==> config.mk <==
export PLATFORM = sky130hd
export DESIGN_NAME = hermes_input_buffer
export DESIGN_NICKNAME = d
export VERILOG_FILES = /design/src/rtl/hermes_input_buffer.sv
export SDC_FILE = /design/constraint.sdc
export NUM_CORES = 1
export LEC_CHECK = 0
export CAP_MARGIN = 20
export CORE_ASPECT_RATIO = 0.9
export CORE_MARGIN = 5
export CORE_UTILIZATION = 40
export CTS_CLUSTER_SIZE = 10
export DETAILED_ROUTE_END_ITERATION = 10
export PLACE_DENSITY_LB_ADDON = 0.12
export SKIP_CTS_REPAIR_TIMING = 1
export SYNTH_ARGS = -nofsm -noshare
export SYNTH_HDL_FRONTEND = slang
export SYNTH_SLANG_ARGS = --single-unit
==> constraint.sdc <==
create_clock -name clk_i -period 9.41 [get_ports clk_i]
set_input_delay 0.941 -clock clk_i [delete_from_list [all_inputs] [get_ports clk_i]]
set_output_delay 0.941 -clock clk_i [all_outputs]
set_load 0.01 [all_outputs]
==> src/rtl/hermes_input_buffer.sv <==
// hermes_input_buffer: Hermes NoC input buffer, a circular FIFO plus a packet FSM
// that asks the switch control for a route and then streams one packet.
//   clk_i, rst_i          clock, synchronous active-high reset
//   rx_i, data_i          upstream flit valid and flit
//   credit_o              space available upstream (occupancy < BUFFER_SIZE)
//   req_o, ack_i          routing request and its one-cycle grant
//   sending_o             packet in transmission; its falling edge frees the output port
//   tx_o, data_o          flit valid and head flit toward the crossbar
//   credit_i              downstream space
module hermes_input_buffer #(
    parameter int FLIT_SIZE   = 32,
    parameter int BUFFER_SIZE = 8
) (
    input  logic                 clk_i,
    input  logic                 rst_i,
    input  logic                 rx_i,
    input  logic [FLIT_SIZE-1:0] data_i,
    output logic                 credit_o,
    output logic                 req_o,
    input  logic                 ack_i,
    output logic                 sending_o,
    output logic                 tx_o,
    output logic [FLIT_SIZE-1:0] data_o,
    input  logic                 credit_i
);
    localparam int PW = $clog2(BUFFER_SIZE);
    localparam logic [PW:0] DEPTH = (PW+1)'(BUFFER_SIZE);

    typedef enum logic [2:0] {S_IDLE, S_REQ, S_HEADER, S_SIZE, S_PAYLOAD} state_t;

    state_t               state_q, state_d;
    logic [FLIT_SIZE-1:0] mem_q [BUFFER_SIZE];
    logic [PW-1:0]        head_q, head_d, tail_q, tail_d;
    logic [PW:0]          occ_q, occ_d;
    logic [FLIT_SIZE-1:0] cnt_q, cnt_d;
    logic                 wr, rd;

    assign credit_o  = occ_q < DEPTH;
    assign req_o     = state_q == S_REQ;
    assign sending_o = state_q inside {S_HEADER, S_SIZE, S_PAYLOAD};
    assign tx_o      = sending_o && occ_q != '0;
    assign data_o    = mem_q[head_q];
    assign wr        = rx_i && credit_o;
    assign rd        = tx_o && credit_i;

    always_comb begin
        head_d  = head_q + PW'(rd);
        tail_d  = tail_q + PW'(wr);
        occ_d   = occ_q + (PW+1)'(wr) - (PW+1)'(rd);
        state_d = state_q;
        cnt_d   = cnt_q;
        case (state_q)
            S_IDLE:   if (occ_q != '0) state_d = S_REQ;
            S_REQ:    if (ack_i) state_d = S_HEADER;
            S_HEADER: if (rd) state_d = S_SIZE;
            S_SIZE: if (rd) begin
                cnt_d   = data_o;
                state_d = data_o != '0 ? S_PAYLOAD : S_IDLE;
            end
            S_PAYLOAD: if (rd) begin
                cnt_d   = cnt_q - FLIT_SIZE'(1);
                state_d = cnt_q == FLIT_SIZE'(1) ? S_IDLE : S_PAYLOAD;
            end
            default:  state_d = S_IDLE;
        endcase
    end

    always_ff @(posedge clk_i) begin
        if (rst_i) begin
            state_q <= S_IDLE;
            head_q  <= '0;
            tail_q  <= '0;
            occ_q   <= '0;
            cnt_q   <= '0;
        end else begin
            state_q <= state_d;
            head_q  <= head_d;
            tail_q  <= tail_d;
            occ_q   <= occ_d;
            cnt_q   <= cnt_d;
        end
    end

    // Storage is deliberately not reset; the pointers alone define validity.
    always_ff @(posedge clk_i) begin
        if (wr) mem_q[tail_q] <= data_i;
    end
endmodule

; Yosys cells after proc, flatten, opt, wreduce, memory -nomap -nowiden
; Memory sizes are Yosys's and may differ from the RTL's. A register that Yosys moved wholly into a read port is not among the register bits.
; Cells that the tools add are included.
[word_totals]
ff_bits = 45
mem_bits_rw = 256
output_inout_bits = 36
n_memories = 1
[classes]
n_addsub = 5
n_lt_le_gt_ge = 1
eq_ne = 10
mux = 14
n_reduce_logical = 10
[memory_table]
columns = memory, depth, word_bits, read_ports, rd_ports_with_merged_regs, wr, line
row1 = mem_q, 8, 32, 1, 1, 1, 32  ; logic [FLIT_SIZE-1:0] mem_q [BUFFER_SIZE];
[op_table]
columns = op, count
row1 = $mux W32, 2
row2 = $pmux W32 S2, 1
row3 = $eq A32 B1 Y1 const B, 1
row4 = $reduce_bool A32 Y1, 1
row5 = $sub A32 B1 Y32 const B, 1
row6 = $mux W3, 8
row7 = $pmux W3 S5, 1
row8 = $ne A2 B2 Y1 const B, 4
row9 = $add A3 B1 Y3, 2
row10 = $eq A3 B2 Y1 const B, 2
row11 = $reduce_and A5 Y1, 1
row12 = $add A4 B1 Y4, 1
row13 = $lt A4 B4 Y1 const B, 1
row14 = $reduce_bool A4 Y1, 1
row15 = $sub A4 B1 Y4, 1
row16 = $eq A3 B1 Y1 const B, 1
row17 = $eq A3 B3 Y1 const B, 1
row18 = $logic_and A1 B1 Y1, 3
row19 = $logic_not A3 Y1, 1
row20 = $reduce_and A3 Y1, 1
row21 = $reduce_bool A3 Y1, 1
row22 = $mux W1, 2
row23 = $ne A2 B1 Y1 const B, 1
row24 = $reduce_bool A2 Y1, 1

; Depth between registers and ports, before layout
; Gate-level depths: netlist of run 1.
[logic_depth]
word_depth = 6
mapped_depth = 12
depth_no_buf = 12

; Least setup slack after synthesis of run 1
; OpenSTA, ideal clock, no wires.
[synth_path]
path_type = input port to flip-flop
startpoint = in rx_i
endpoint = mem mem_q[1][0] (enable)
setup_time_ns = 0.468
arrival_ns = 3.712
required_time_ns = 8.942
slack_ns = 5.230
stages = 3
cell_sequence = nor2b_1 nand2b_1 nor3b_1
[synth_between]
elab_chain_cells = 3
[synth_rtl]
columns = item, line
row1 = "start, declared", 16  ; input logic rx_i,
row2 = $logic_and A1 B1 Y1, 43  ; assign wr = rx_i && credit_o;
row3 = $mux W1, 86  ; if (wr) mem_q[tail_q] <= data_i;
row4 = $mux W1 (not written as such), 86
row5 = "end, declared", 32
; Every way passes these cells.

==> metrics.yaml, run 1 <==
grt_max_degree: 51
post-route-cell-area_um2: 14800
r2r_start: "head_q[0]$_SDFF_PP0_"
syn_avg_cell_area_um2: 14.7
outcome: "complete, no violations"
hpwl_um: 18200
slew_headroom: 0.327
drtAntennaViolNets: 0
post_drt_wl_per_cell_um: 22.8
period_share: 0.525
hp-class: "reg2reg"
grt_util_all_layers: 0.177
insertion_delay_ns: 0.51
total_power_uw: 3290
clockBufferDepth: 3
cap_violations: 0
initial_core_util: 0.406
slew_viol_final: 0
drt-initial-drc-count: 665
synth_cells: 850
remaining_drc_errors: 0
ir_drop_mv: 0.121
cp_max_fo: 50
cts_tree: "done"
hold_path.startpoint: "cnt_q[27]$_SDFFE_PP0P_"
top_usage_layer: "met1"
ys_async_sr_fraction: 0
grt_first_pass_wirelength_um: 46700
grt-ovfl-total: 0
die_x_um: 197
crit_family: "buffers and inverters"
end_kind: "output port"
antenna_found_initial: 0
pwr_density_cell_nw_per_um2: 223
hold_violations: 0
criticalPathCategory: "reg2out"
drive_gt1_frac: 0.121
fillers: 2685
syn-num-nets: 899
cp.arrival_ns: 4.00
synth-main-ff-cell: "edfxtp_1"
timing.setup.tns_ns: 0
clock_sinks: 301
max_freq_mhz: 202
path_buf_inv: 3
critical_path_required_ns: 8.47
tightest_slew_ns: 1.01
vias: 7490
slowest_delay_ns: 0.91
setup_viol: 0
fin_crit_ns: 4.94
nets: 979
viasPerCell: 5.48
start_kind: "flip-flop"
fin_skew_ns: 0.0194
crit_start: "head_q[0]$_SDFF_PP0_"
crit_path_top_delay_cell: "dfxtp_4"
cts-root-buf: "clkbuf_16"
multi_input_area_um2: 3590
crit_chain: "buf_4, mux4_2, a21oi_1, inv_1, clkdlybuf4s50_1"
grt_pass1_vias: 7251
clk_pin_slew_ns: 0.06
regArea_um2: 8590
mostFrequentLayoutCell: "edfxtp_1"
first_pass_iters: 5
cts-htree-levels: 2
core_um2: 30900
rsz0062_at_grt: "no"
numCtsBuffers: 36
syn-cell-area_um2: 12500
synth_top_area_share: 0.613
yosysSeqAreaShare: 0.685
dieArea_um2: 35000
globalplace.congestion: 0.826
use_met2: 0.257
p_leak_uw: 0.00472
synth_area_leader_cell: "edfxtp_1"
synth_warnings: 0
ys_ff_latch: 301
layout_common_cells: "edfxtp_1 (256), clkdlybuf4s50_1 (71), mux2i_1 (64)"
yosysUniqueCellTypes: 60
gr-usage-met3: 0.0315
yosys-top-cells-area: "edfxtp_1 (61%), dfxtp_1 (7.2%), mux4_2 (5.4%)"
finalWirelength_um: 31100
area_delta_synth_final_pct: 17.8
place_area_um2: 13700
grt_use_met1: 0.277
die_h_um: 178
synth_edf_count: 256
rows: 61
port-buffer-count: 72
io_pins: 73
diodes: 0
cell type report:
cell class,count,share of cell area
Clock inverter,2,0.00144
Sequential cell,301,0.582
Inverter,34,0.00864
Timing Repair Buffer,92,0.0589
Clock buffer,64,0.0717
Tap cell,409,0.0347
Multi-Input combinational cell,465,0.243
worst reg2reg max path, cell delays in order (launching register included):
cell and delay [ns]:
dfxtp_4 0.91, buf_4 0.96, mux4_2 0.62, a21oi_1 0.44
nand4b_1 0.23, nor4_1 0.41, nand4_1 0.19, a32o_1 0.29
report_power, final:
group | switching (µW) | internal (µW) | total [µW]
combinational | 255 | 210 | 465
clock | 509 | 760 | 1270
sequential | 39.2 | 1520 | 1560
total | 803 | 2490 | 3290
flip-flops by register name, indices dropped and copies added, names as in the netlist:
signal	flops
mem_q	256
cnt_q	32
occ_q	4
head_q	3
state_q	3
tail_q	3
synthesized netlist by cell type, types with 3 or more instances:
cell,n
nand2b_1,10
a32oi_1,5
inv_1,34
o22ai_1,32
a22oi_1,9
nand3_1,7
o221ai_1,7
dfxtp_1,45
nor2_1,50
o21ai_0,30
nor3b_1,9
nor2b_1,7
nor4_1,12
buf_6,5
nand4_1,4
clkbuf_1,19
buf_1,6
xnor2_1,3
ha_1,11
mux2i_1,64
a21oi_2,4
a21oi_1,55
mux4_2,30
nand2_1,47
a211oi_1,4
buf_2,16
edfxtp_1,256
nor3_1,23
stage by stage:
stage                     cells  hold WS (ns)   util  setup slack (ns)
final                      1367         0.485  0.478              4.47
after global routing       1367         0.517  0.478              4.20
after CTS                  1367         0.487  0.478              4.37
after detailed placement   1301         0.478  0.443              4.88
after global placement     1300         0.458  0.442              4.93
after floorplan             850         0.445      -              5.23
metal layers:
| layer | up-vias | wire length (µm) |
|---|---|---|
| met3 | 37 | 1760 |
| met2 | 219 | 13400 |
| met4 | 0 | 521 |
| met5 | - | 0 |
| li1 | 3463 | - |
| met1 | 3771 | 15400 |
worst paths after layout:
kind	slack (ns)	end	cells after the start
worst min-delay path	0.49	cnt_q[27]$_SDFFE_PP0P_	2
worst max-delay path	4.47	data_o[2]	5
worst max register to register	5.26	state_q[2]$_SDFFE_PP0P_	7
worst min register to register	0.49	cnt_q[27]$_SDFFE_PP0P_	2
cell families after synthesis:
group	count (synthesis)	synth area share
simple gates	188	0.0760
mux	96	0.109
fa+ha+maj	12	0.0126
flops	301	0.685
xor+xnor	4	0.00279
buf+inv	84	0.0329
compound gates	165	0.0814
(Power assumes the default switching activity.)
==> run 2, diff against run 1 <==
==> constraint.sdc (replaced) <==
create_clock -name clk_i -period 4.3 [get_ports clk_i]
set_input_delay 0.43 -clock clk_i [delete_from_list [all_inputs] [get_ports clk_i]]
set_output_delay 0.43 -clock clk_i [all_outputs]
set_load 0.01 [all_outputs]
==> metrics.yaml, run 2 (synthesis results as in run 1) <==
outcome: "complete, no violations"
grt_util_all_layers: 0.181  # +0.00447
regArea_um2: 8590  # unchanged
fin_crit_ns: 3.58
insertion_delay_ns: 0.53  # +0.02 ns
cts_tree: "done"
grt-ovfl-total: 0  # unchanged
p_leak_uw: 0.00481  # +1.8%
slew_headroom: 0.402  # +0.0757
die_h_um: 178  # unchanged
fin_ws_ns: 0.723  # -3.74 ns
setup_viol: 0  # unchanged
largest_register_ffs: 256  # unchanged
timing.setup.tns_ns: 0  # unchanged
rows: 61  # unchanged
die_x_um: 197  # unchanged
first_pass_iters: 4  # -1
crit_chain: "buf_12, buf_4, mux4_2, a21oi_1, inv_1, clkdlybuf4s50_1"
r2r_cells: 8  # +1
r2r-end: "state_q[2]$_SDFFE_PP0P_"
core_um2: 30900  # unchanged
drt-initial-drc-count: 571  # -14%
diodes: 0  # unchanged
max_freq_mhz: 280
hold_ws_ns: 0.313  # -0.172 ns
end_kind: "output port"
layout_common_cells: "edfxtp_1 (256), clkdlybuf4s50_1 (71), mux2i_1 (64)"
critical_path_required_ns: 3.87  # -4.60 ns
hold_violations: 0  # unchanged
grt_pass1_vias: 7523  # +3.8%
clockBufferDepth: 3  # unchanged
grt_first_pass_wirelength_um: 47700  # +2.3%
reg2reg_slack_ns: 1.07  # -4.19 ns
top_register: "mem_q"
reg_top3: "mem_q (256), cnt_q (32), occ_q (4)"
finalWirelength_um: 31300  # +0.67%
hold-path-endpoint: "cnt_q[3]$_SDFFE_PP0P_"
hold_depth: 2  # unchanged
viasPerCell: 5.45  # -0.45%
area_delta_synth_final_pct: 19.2
drtAntennaViolNets: 0  # unchanged
remaining_drc_errors: 0  # unchanged
nets: 991  # +1.2%
dieArea_um2: 35000  # unchanged
clock_sinks: 301  # unchanged
crit_path_top_delay_cell: "dfxtp_4"
grt_max_degree: 46  # -9.8%
globalplace.congestion: 0.867  # +5.0%
pre_cts_slack_ns: 1.15  # -3.74 ns
mostFrequentLayoutCell: "edfxtp_1"
cp.arrival_ns: 3.15  # -0.85 ns
initial_core_util: 0.406  # unchanged
io_pins: 73  # unchanged
drive_gt1_frac: 0.132  # +0.0109
fin_skew_ns: 0.0205  # +0.00108 ns
ir_drop_mv: 0.347  # +190%
start_kind: "flip-flop"
criticalPathCategory: "reg2out"
vias: 7522  # +0.43%
r2r_start: "head_q[0]$_SDFF_PP0_"
multi_input_area_um2: 3590  # unchanged
fillers: 2682  # -0.11%
rsz0062_at_grt: "no"
clk_pin_slew_ns: 0.06  # about the same
cp_max_fo: 24  # -52%
port-buffer-count: 72  # unchanged
hold_path.startpoint: "rst_i"
tightest_slew_ns: 0.896  # -0.114 ns
antenna_found_initial: 0  # unchanged
cts-root-buf: "clkbuf_16"
hp-class: "in2reg"
cap_violations: 0  # unchanged
period_share: 0.832
numCtsBuffers: 36  # unchanged
post_drt_wl_per_cell_um: 22.7  # -0.20%
cts-htree-levels: 2  # unchanged
hpwl_um: 19700  # +8.1%
slowest_delay_ns: 0.59  # -0.32 ns
pwr_density_cell_nw_per_um2: 483  # +120%
slew_viol_final: 0  # unchanged
-- run 2: layout make-up --
type	instances	share of cell area
flip-flops and latches	301	0.575
clock inverters	4	0.00402
clock buffers	62	0.0682
repair buffers	104	0.0698
inverters	34	0.00854
multi-input cells	465	0.240
well taps	409	0.0342
-- run 2: critical path, delay by kind of cell (launching register included) --
kind            cells  cell delay (ns)
buf+inv             4             1.05
flops               1             0.59
mux                 1             0.49
compound gates      1             0.48
-- run 2: worst max path at each step --
stage / end / from / slack [ns]
2_1_floorplan: mem_q[1][0]$_DFFE_PP_ / rx_i / 0.63
3_3_place_gp: state_q[2]$_SDFFE_PP0P_ / head_q[0]$_SDFF_PP0_ / 1.19
3_5_place_dp: state_q[2]$_SDFFE_PP0P_ / head_q[0]$_SDFF_PP0_ / 1.15
4_1_cts: data_o[6] / head_q[0]$_SDFF_PP0_ / 0.69
5_1_grt: data_o[9] / head_q[0]$_SDFF_PP0_ / 0.53
6_report: data_o[6] / head_q[0]$_SDFF_PP0_ / 0.72
-- run 2: layer usage --
| metal | routed length (µm) | share of wire | GRT usage | vias up |
|---|---|---|---|---|
| met3 | 1770 | 0.057 | 0.0359 | 52 |
| met2 | 14100 | 0.45 | 0.276 | 210 |
| met4 | 616 | 0.020 | 0.0448 | 0 |
| met1 | 14800 | 0.47 | 0.270 | 3772 |
| li1 | - | - | - | 3488 |
| met5 | 0 | 0 | 0 | - |
-- run 2: stage by stage --
step / std cells / utilization / cell area [µm²] / power, µW
floorplan: 850 / - / 12500 / 4060
finish: 1379 / 0.483 / 14900 / 7220
CTS: 1379 / 0.483 / 14900 / 7310
detailed placement: 1313 / 0.448 / 13900 / 4530
global placement: 1313 / 0.448 / 13900 / 4520
global route: 1379 / 0.483 / 14900 / 7550
-- run 2: power breakdown --
part | internal (µW) | leakage, µW | total, µW | switching, µW
registers | 3330 | 0.00269 | 3400 | 70.8
clock network | 1620 | 0.000512 | 2770 | 1140
logic | 477 | 0.00161 | 1060 | 581
total | 5420 | 0.00481 | 7220 | 1800
==> run 3, diff against run 2 <==
==> constraint.sdc (replaced) <==
create_clock -name clk_i -period 3.2 [get_ports clk_i]
set_input_delay 0.32 -clock clk_i [delete_from_list [all_inputs] [get_ports clk_i]]
set_output_delay 0.32 -clock clk_i [all_outputs]
set_load 0.01 [all_outputs]
==> metrics.yaml, run 3 (synthesis results as in run 1) <==
vias: 7596  # +0.98%
area_delta_synth_final_pct: 21.4
reg2reg_slack_ns: 0.60  # -0.47 ns
pre_cts_slack_ns: 0.403  # -0.743 ns
mostFrequentLayoutCell: "edfxtp_1"
port-buffer-count: 72  # unchanged
start_kind: "flip-flop"
hold-path-endpoint: "occ_q[1]$_SDFF_PP0_"
place_inst: 1331  # +1.4%
antenna_found_initial: 0  # unchanged
slew_headroom: 0.529  # +0.127
cts_tree: "done"
fin_util: 0.493  # +0.00919
r2r-end: "state_q[2]$_SDFFE_PP0P_"
cp.arrival_ns: 2.72  # -0.43 ns
period_share: 0.951
drtAntennaViolNets: 0  # unchanged
slew_viol_final: 0  # unchanged
grt_util_all_layers: 0.176  # -0.00551
outcome: "complete, no violations"
ir_drop_mv: 0.355  # +2.4%
fin_ws_ns: 0.157  # -0.567 ns
cts-htree-levels: 2  # unchanged
pwr_density_cell_nw_per_um2: 640  # +32%
fin_skew_ns: 0.0200  # -0.000445 ns
path_buf_inv: 2  # -2
hold_violations: 0  # unchanged
insertion_delay_ns: 0.52  # about the same
crit_path_top_delay_cell: "clkdlybuf4s50_1"
grt_max_degree: 46  # unchanged
reg_top3: "mem_q (256), cnt_q (32), occ_q (4)"
core_um2: 30900  # unchanged
grt_pass1_vias: 7378  # -1.9%
remaining_drc_errors: 0  # unchanged
fin_crit_ns: 3.04
diodes: 0  # unchanged
rows: 61  # unchanged
end_kind: "output port"
die_x_um: 197  # unchanged
clock_sinks: 301  # unchanged
post_drt_wl_per_cell_um: 22.2  # -2.0%
slowest_delay_ns: 0.70  # +0.11 ns
p_leak_uw: 0.00494  # +2.8%
cts-root-buf: "clkbuf_16"
hold_depth: 2  # unchanged
crit_chain: "nand2_1, buf_12, o221ai_1, clkdlybuf4s50_1"
clockBufferDepth: 3  # unchanged
globalplace.congestion: 0.796  # -8.2%
layout_common_cells: "edfxtp_1 (256), clkdlybuf4s50_1 (71), mux2i_1 (64)"
initial_core_util: 0.406  # unchanged
hpwl_um: 19600  # -0.34%
cap_violations: 0  # unchanged
max_freq_mhz: 329
numCtsBuffers: 36  # unchanged
finalWirelength_um: 31000  # -0.98%
grt_first_pass_wirelength_um: 46500  # -2.7%
largest_register_ffs: 256  # unchanged
post-route-cell-area_um2: 15200  # +1.9%
tightest_slew_ns: 0.700  # -0.197 ns
hold_ws_ns: 0.220  # -0.0932 ns
hp-class: "in2reg"
viasPerCell: 5.45  # -0.10%
clk_pin_slew_ns: 0.05  # about the same
die_h_um: 178  # unchanged
place_area_um2: 14100  # +1.8%
dieArea_um2: 35000  # unchanged
r2r_cells: 7  # -1
critical_path_required_ns: 2.88  # -0.99 ns
setup_viol: 0  # unchanged
hold_path.startpoint: "rst_i"
io_pins: 73  # unchanged
crit_family: "buffers and inverters"
rsz0062_at_grt: "no"
instances_no_fill: 1394  # +1.1%
r2r_start: "head_q[0]$_SDFF_PP0_"
nets: 1014  # +2.3%
drt-initial-drc-count: 468  # -18%
criticalPathCategory: "reg2out"
top_register: "mem_q"
drive_gt1_frac: 0.158  # +0.0264
grt-ovfl-total: 0  # unchanged
cp_max_fo: 28  # +17%
first_pass_iters: 4  # unchanged
[run 3: changes by cell type in the layout (fill, tap and decap cells not counted), moves of 2 or more]
cell / previous run / this run
o221ai_1: 7 / 5
a21oi_1: 55 / 52
buf_4: 25 / 39
a21oi_2: 4 / 7
clkbuf_1: 25 / 16
buf_12: 7 / 16
o221ai_2: 1 / 3
[run 3: where the power goes]
part | total [µW] | switching (µW) | internal (µW)
Clock | 3660 | 1500 | 2160
Combinational | 1530 | 818 | 710
Sequential | 4550 | 84.8 | 4470
[run 3: worst max path at each step]
stage	startpoint	slack, ns	end	cells after the start
after detailed placement	head_q[0]$_SDFF_PP0_	0.40	state_q[2]$_SDFFE_PP0P_	7
after global routing	head_q[1]$_SDFF_PP0_	0.06	data_o[9]	7
after CTS	head_q[0]$_SDFF_PP0_	-0.14	data_o[30]	5
after global placement	head_q[0]$_SDFF_PP0_	0.36	state_q[2]$_SDFFE_PP0P_	7
final	head_q[1]$_SDFF_PP0_	0.16	data_o[27]	4
after floorplan	rx_i	-0.36	mem_q[1][0]$_DFFE_PP_	3
[run 3: worst reg2reg max path: stages (launching register included)]
cell and delay [ns]:
dfxtp_4 0.43, buf_12 0.22, mux4_1 0.57, a21oi_1 0.25, or2b_1 0.26, nor4_2 0.33, nand4_1 0.14, a32o_1 0.28
[run 3: final cells by class]
type | instances | area (µm²)
Clock buffer | 54 | 1000
Clock inverter | 4 | 55.1
Fill cell | 2638 | 15700
Inverter | 34 | 128
Multi-Input combinational cell | 465 | 3610
Sequential cell | 301 | 8590
Tap cell | 409 | 512
Timing Repair Buffer | 127 | 1330
[run 3: stage by stage]
step	total power, µW	setup TNS, ns
after floorplan	5450	-53.77
after global placement	6150	0
after detailed placement	6160	0
after CTS	9850	-0.676
after global routing	10100	0
final	9740	0
[run 3: layer usage]
layer  GRT usage  part of all wire  up-vias
met4      0.0335             0.011        0
met5           0                 0        -
met1       0.275              0.49     3857
met2       0.264              0.45      176
li1            -                 -     3534
met3      0.0258             0.046       29
